File: src/rtl/ray_pixel_scheduler.sv
// ============================================================================
// Module      : ray_pixel_scheduler
// Description : Raster-scans one frame into the ray generator, one pixel per
//               cycle, throttled by a credit counter; camera latched per frame.
// Revision    : 1.0 - initial release
// ============================================================================
`default_nettype none

module ray_pixel_scheduler #(
    parameter int SCREEN_W     = 640,
    parameter int SCREEN_H     = 480,
    parameter int MAX_INFLIGHT = 16,
    parameter int CNT_W        = 5
) (
    input  logic              clk,
    input  logic              rst,
    input  logic              frame_start,
    input  logic [95:0]       cam_forward_in,
    input  logic [95:0]       cam_right_in,
    input  logic              credit_return,
    output logic [31:0]       gen_screen_x,
    output logic [31:0]       gen_screen_y,
    output logic              gen_valid,
    output logic              gen_sol,
    output logic              gen_eof,
    output logic [95:0]       cam_forward,
    output logic [95:0]       cam_right,
    output logic [CNT_W-1:0]  inflight,
    output logic              busy,
    output logic              frame_done,
    output logic              credit_err
);

    localparam logic [10:0]      c_X_LAST = 11'(SCREEN_W - 1);
    localparam logic [10:0]      c_Y_LAST = 11'(SCREEN_H - 1);
    localparam logic [CNT_W-1:0] c_MAX    = CNT_W'(MAX_INFLIGHT);
    localparam logic [CNT_W-1:0] c_ONE    = CNT_W'(1);

    typedef enum logic [2:0] {
        S_IDLE  = 3'd0,
        S_LOAD  = 3'd1,
        S_RUN   = 3'd2,
        S_DRAIN = 3'd3,
        S_DONE  = 3'd4
    } state_t;

    state_t r_state;
    state_t w_state_next;

    logic [10:0]      r_x;
    logic [10:0]      r_y;
    logic [CNT_W-1:0] r_inflight;
    logic [31:0]      r_screen_x;
    logic [31:0]      r_screen_y;
    logic             r_valid;
    logic             r_sol;
    logic             r_eof;
    logic [95:0]      r_cam_forward;
    logic [95:0]      r_cam_right;
    logic             r_busy;
    logic             r_frame_done;
    logic             r_credit_err;

    logic w_issue;
    logic w_ret;
    logic w_last;

    // Issue decisions only see the registered count, so a same-cycle credit
    // cannot enable an issue until the following cycle.
    assign w_issue = (r_state == S_RUN) && (r_inflight < c_MAX);
    assign w_ret   = credit_return && (r_inflight != '0);
    assign w_last  = (r_x == c_X_LAST) && (r_y == c_Y_LAST);

    always_ff @(posedge clk or negedge rst) begin
        if (!rst) begin
            r_state <= S_IDLE;
        end else begin
            r_state <= w_state_next;
        end
    end

    always_comb begin
        w_state_next = r_state;
        case (r_state)
            S_IDLE:  if (frame_start) w_state_next = S_LOAD;
            S_LOAD:  w_state_next = S_RUN;
            S_RUN:   if (w_issue && w_last) w_state_next = S_DRAIN;
            S_DRAIN: if (r_inflight == '0) w_state_next = S_DONE;
            S_DONE:  w_state_next = S_IDLE;
            default: w_state_next = S_IDLE;
        endcase
    end

    always_ff @(posedge clk or negedge rst) begin
        if (!rst) begin
            r_x           <= '0;
            r_y           <= '0;
            r_inflight    <= '0;
            r_screen_x    <= '0;
            r_screen_y    <= '0;
            r_valid       <= 1'b0;
            r_sol         <= 1'b0;
            r_eof         <= 1'b0;
            r_cam_forward <= '0;
            r_cam_right   <= '0;
            r_busy        <= 1'b0;
            r_frame_done  <= 1'b0;
            r_credit_err  <= 1'b0;
        end else begin
            if (r_state == S_LOAD) begin
                r_cam_forward <= cam_forward_in;
                r_cam_right   <= cam_right_in;
                r_x           <= '0;
                r_y           <= '0;
            end else if (w_issue) begin
                if (r_x == c_X_LAST) begin
                    r_x <= '0;
                    r_y <= r_y + 11'd1;
                end else begin
                    r_x <= r_x + 11'd1;
                end
            end

            if (w_issue && !w_ret) begin
                r_inflight <= r_inflight + c_ONE;
            end else if (!w_issue && w_ret) begin
                r_inflight <= r_inflight - c_ONE;
            end

            r_valid      <= w_issue;
            r_screen_x   <= w_issue ? {r_x, 21'b0} : 32'd0;
            r_screen_y   <= w_issue ? {r_y, 21'b0} : 32'd0;
            r_sol        <= w_issue && (r_x == 11'd0);
            r_eof        <= w_issue && w_last;
            r_busy       <= (w_state_next != S_IDLE);
            r_frame_done <= (w_state_next == S_DONE);
            r_credit_err <= r_credit_err | (credit_return && (r_inflight == '0));
        end
    end

    assign gen_screen_x = r_screen_x;
    assign gen_screen_y = r_screen_y;
    assign gen_valid    = r_valid;
    assign gen_sol      = r_sol;
    assign gen_eof      = r_eof;
    assign cam_forward  = r_cam_forward;
    assign cam_right    = r_cam_right;
    assign inflight     = r_inflight;
    assign busy         = r_busy;
    assign frame_done   = r_frame_done;
    assign credit_err   = r_credit_err;

endmodule

`default_nettype wire

File: config.mk
export PLATFORM = sky130hd
export DESIGN_NAME = ray_pixel_scheduler
export DESIGN_NICKNAME = d
export VERILOG_FILES = /design/src/rtl/ray_pixel_scheduler.sv
export SDC_FILE = /design/constraint.sdc
export NUM_CORES = 1
export LEC_CHECK = 0
export CAP_MARGIN = 15
export CORE_AREA = 2 2 178 180
export DETAILED_ROUTE_END_ITERATION = 10
export DIE_AREA = 0 0 180 182
export PLACE_DENSITY = 0.64
export SYNTH_ARGS = -nofsm -noshare
export SYNTH_HDL_FRONTEND = slang
export SYNTH_SLANG_ARGS = --single-unit
File: constraint.sdc
create_clock -name clk -period 5.04 [get_ports clk]
set_clock_uncertainty 0.05 [all_clocks]
set_input_delay 1.008 -clock clk [delete_from_list [all_inputs] [get_ports clk]]
set_output_delay 1.008 -clock clk [all_outputs]
set_load 0.1 [all_outputs]
==> results.md <==
* Period utilization at 65.4%
* Share of cells above drive strength 1 at 4.09%
* Final hold viol count at 0
* DIE AREA at 0.0328 mm²
* Post-synthesis sequential area ratio at 62.1%
* Largest net degree at the start of global routing at 119
* Ys async rst share at 100%
* Primary FF master, synth: dfrtp_1
* Synth-to-Final Area Change at 54.0%
* Cts hold-fix bufs at 0
* # clock sinks at 250
* Leakage at 7.30 nW
* Vias per cell at 4.43
* Cell Area, Synth at 0.0101 mm²
* CTS buffer count at 29
* Rows at 65
* Crit path max fanout at 6
* Cells after Synth at 1096
* Postcts setup bufs at 0
* Die Span X at 180 µm
* Initial DRC Count at 529
* Cell total after placement at 1869
* Number of synthesized flops with an enable pin at 0
* DRT Wirelength at 29.3 mm
* Post-DP HPWL at 20.4 mm
* Fin cells at 1922
* Worst Setup End Kind: output pin
* Peak supply drop at 0.250 mV
* WS Path Type: reg2out
* Area of the core at 0.0310 mm²
* Min Clock Period, post-route at 3290 ps
* Worst Tran Pin Value at 1100 ps
* Gpl congestion at 0.776
* GRT overflow at 0
* Syn_area_per_cell at 9.19 µm²
* Largest cells by area after synthesis: dfrtp_1 (62%), nand2_1 (22%), buf_4 (3.1%)
* Sw Pwr at 2.41 mW
* Initial Util at 32.5%
* Levels on crit path at 1
* Skew-Pair Late Insertion Delay at 540 ps
* Overall Global Routing Usage at 17.5%
* Rel. slew slack at 26.7%
* R2r worst-path depth at 9
* Flops & latches, synth at 250
* Drt pass-1 iters at 4
* Worst-path clk slew at 60 ps
* Slowest cell on the critical path: clkdlybuf4s50_1
* Post-DRT Antenna Nets at 0
* Worst path bufs/invs at 1
* Synth unique cells at 42
* Pins Over Slew Limit at 0
* Kind of cell with the highest combined delay on the critical path: buffers and inverters
* Count of nets after finishing at 1702
* Via count at 8511
* CTS tree: yes
* Fmax at 304 MHz
* Critical-path cell list: clkdlybuf4s50_1
* DR DRC count at 0
* Cell taking the most area after synthesis: dfrtp_1
* Final setup viols at 0
* Number of synthesis warnings at 0
* Tot Pwr at 6.41 mW
* Initial antenna violation count at 4
* Clk root buf: clkbuf_16
* CP Data Required Time at 3980 ps
* Sequential share of power at 35.7%
* WP data arrival at 2240 ps
* Post-synth top area share at 62.1%
* Internal power at 4.00 mW
* IO buf count at 420
* Die Span Y at 182 µm
* Vias in the first global route at 8527
* Fill cells at 2885
* Final setup TNS at 0 ps
* Pwr/cell area at 413 mW/mm²
* Wire length per cell at 15.3 µm
* WHS Path Cells at 2
* I/O pin count at 463
* Max H-tree Level at 1
* Clock Power Share at 32.9%
* Status: completed
* Switching portion of total power at 37.6%
* Startpoint types: flop
* Hold_ws at 419 ps
* First-pass GRT wire length at 46.7 mm
* Max Root-Sink Buffers at 3
* RSZ-0062 raised after global routing: no
* Comb pwr share at 31.4%
* Largest stage delay, worst path at 1200 ps
* Max cap viols at 0
* Post_cts resized at 0
* Hold Path Class: reg2reg
[logic make-up (layout without fill, tap and decap cells)]
family,count (synthesis),after routing,share of synthesized area [%]
simple gates,679,679,27.4
other cells,1,45,0.0372
compound gates,44,44,2.91
mux,2,2,0.211
flops,250,250,62.1
buf+inv,102,482,5.43
fa+ha+maj,8,8,1.07
xor+xnor,10,10,0.869
[synth_stat cells, drive strengths merged (7+ instances only)]
cell,number
dfrtp,250
nor2,11
ha,7
nor3,11
clkbuf,47
nand3,10
and2,24
a21oi,12
xor2,8
o31ai,12
nand2,595
or4,9
buf,49
o21ai,7
[through the flow]
step / util (%) / setup slack (ps) / cell area, µm²
after floorplan: - / 1830 / 10200
after global placement: 46.9 / 1860 / 14500
after detailed placement: 46.9 / 1850 / 14500
after CTS: 50.0 / 1690 / 15500
after global routing: 50.1 / 1680 / 15500
final: 50.1 / 1750 / 15500
[state kept, by name (all words and copies together), names as in the netlist, 3 cells and up]
signal        cells
cam_forward      96
cam_right        96
gen_screen_x     11
gen_screen_y     11
r_x              11
r_y              11
inflight          5
r_state           3
[metal layers]
metal / GRT usage [%] / vias up / share of wire (%)
met1: 21.9 / 3971 / 42
met3: 5.01 / 50 / 8.4
li1: - / 4156 / -
met2: 29.3 / 334 / 47
met5: 0 / - / 0
met4: 5.85 / 0 / 2.8
[cells in the final DEF (no fill, tap or decap), types with 9 or more instances in the layout]
cell type,count
dfrtp_1,250
clkbuf_8,10
o31ai_1,12
conb_1,42
and2_1,24
nand3_1,9
clkbuf_16,29
nand2_1,595
nor3_1,11
a21oi_1,12
nor2_1,11
or4_1,9
clkdlybuf4s50_1,419
[layout make-up]
type / instances / area, µm² / share of cell area (%)
diodes: 3 / 7.51 / 0.0484
clock buffers: 42 / 875 / 5.64
well taps: 402 / 503 / 3.24
repair buffers: 426 / 4320 / 27.8
clock inverters: 8 / 98.8 / 0.637
inverters: 6 / 22.5 / 0.145
multi-input cells: 785 / 3440 / 22.1
flip-flops and latches: 250 / 6260 / 40.3
[power groups by stage]
stage               logic (mW)  registers [mW]  clock network, mW
finish                    2.01            2.29               2.11
detailed placement        2.02            2.32                  0
CTS                       2.02            2.29               2.18
global placement          2.00            2.32                  0
global route              2.11            2.32               2.27
floorplan                0.523            3.25                  0
[path summary, 6_finish.rpt]
check	startpoint	endpoint	slack, ps
max	inflight[4]$_DFFE_PN0P_	inflight[4]	1750
min in group asynchronous	rst	cam_forward[50]$_DFFE_PN0N_	500
max reg2reg	inflight[4]$_DFFE_PN0P_	inflight[4]$_DFFE_PN0P_	2410
max in group asynchronous	rst	cam_right[15]$_DFFE_PN0N_	3510
min reg2reg	cam_right[24]$_DFFE_PN0N_	cam_right[24]$_DFFE_PN0N_	420
min	cam_right[24]$_DFFE_PN0N_	cam_right[24]$_DFFE_PN0N_	420
No activity file was read; power rests on OpenSTA's default activity.
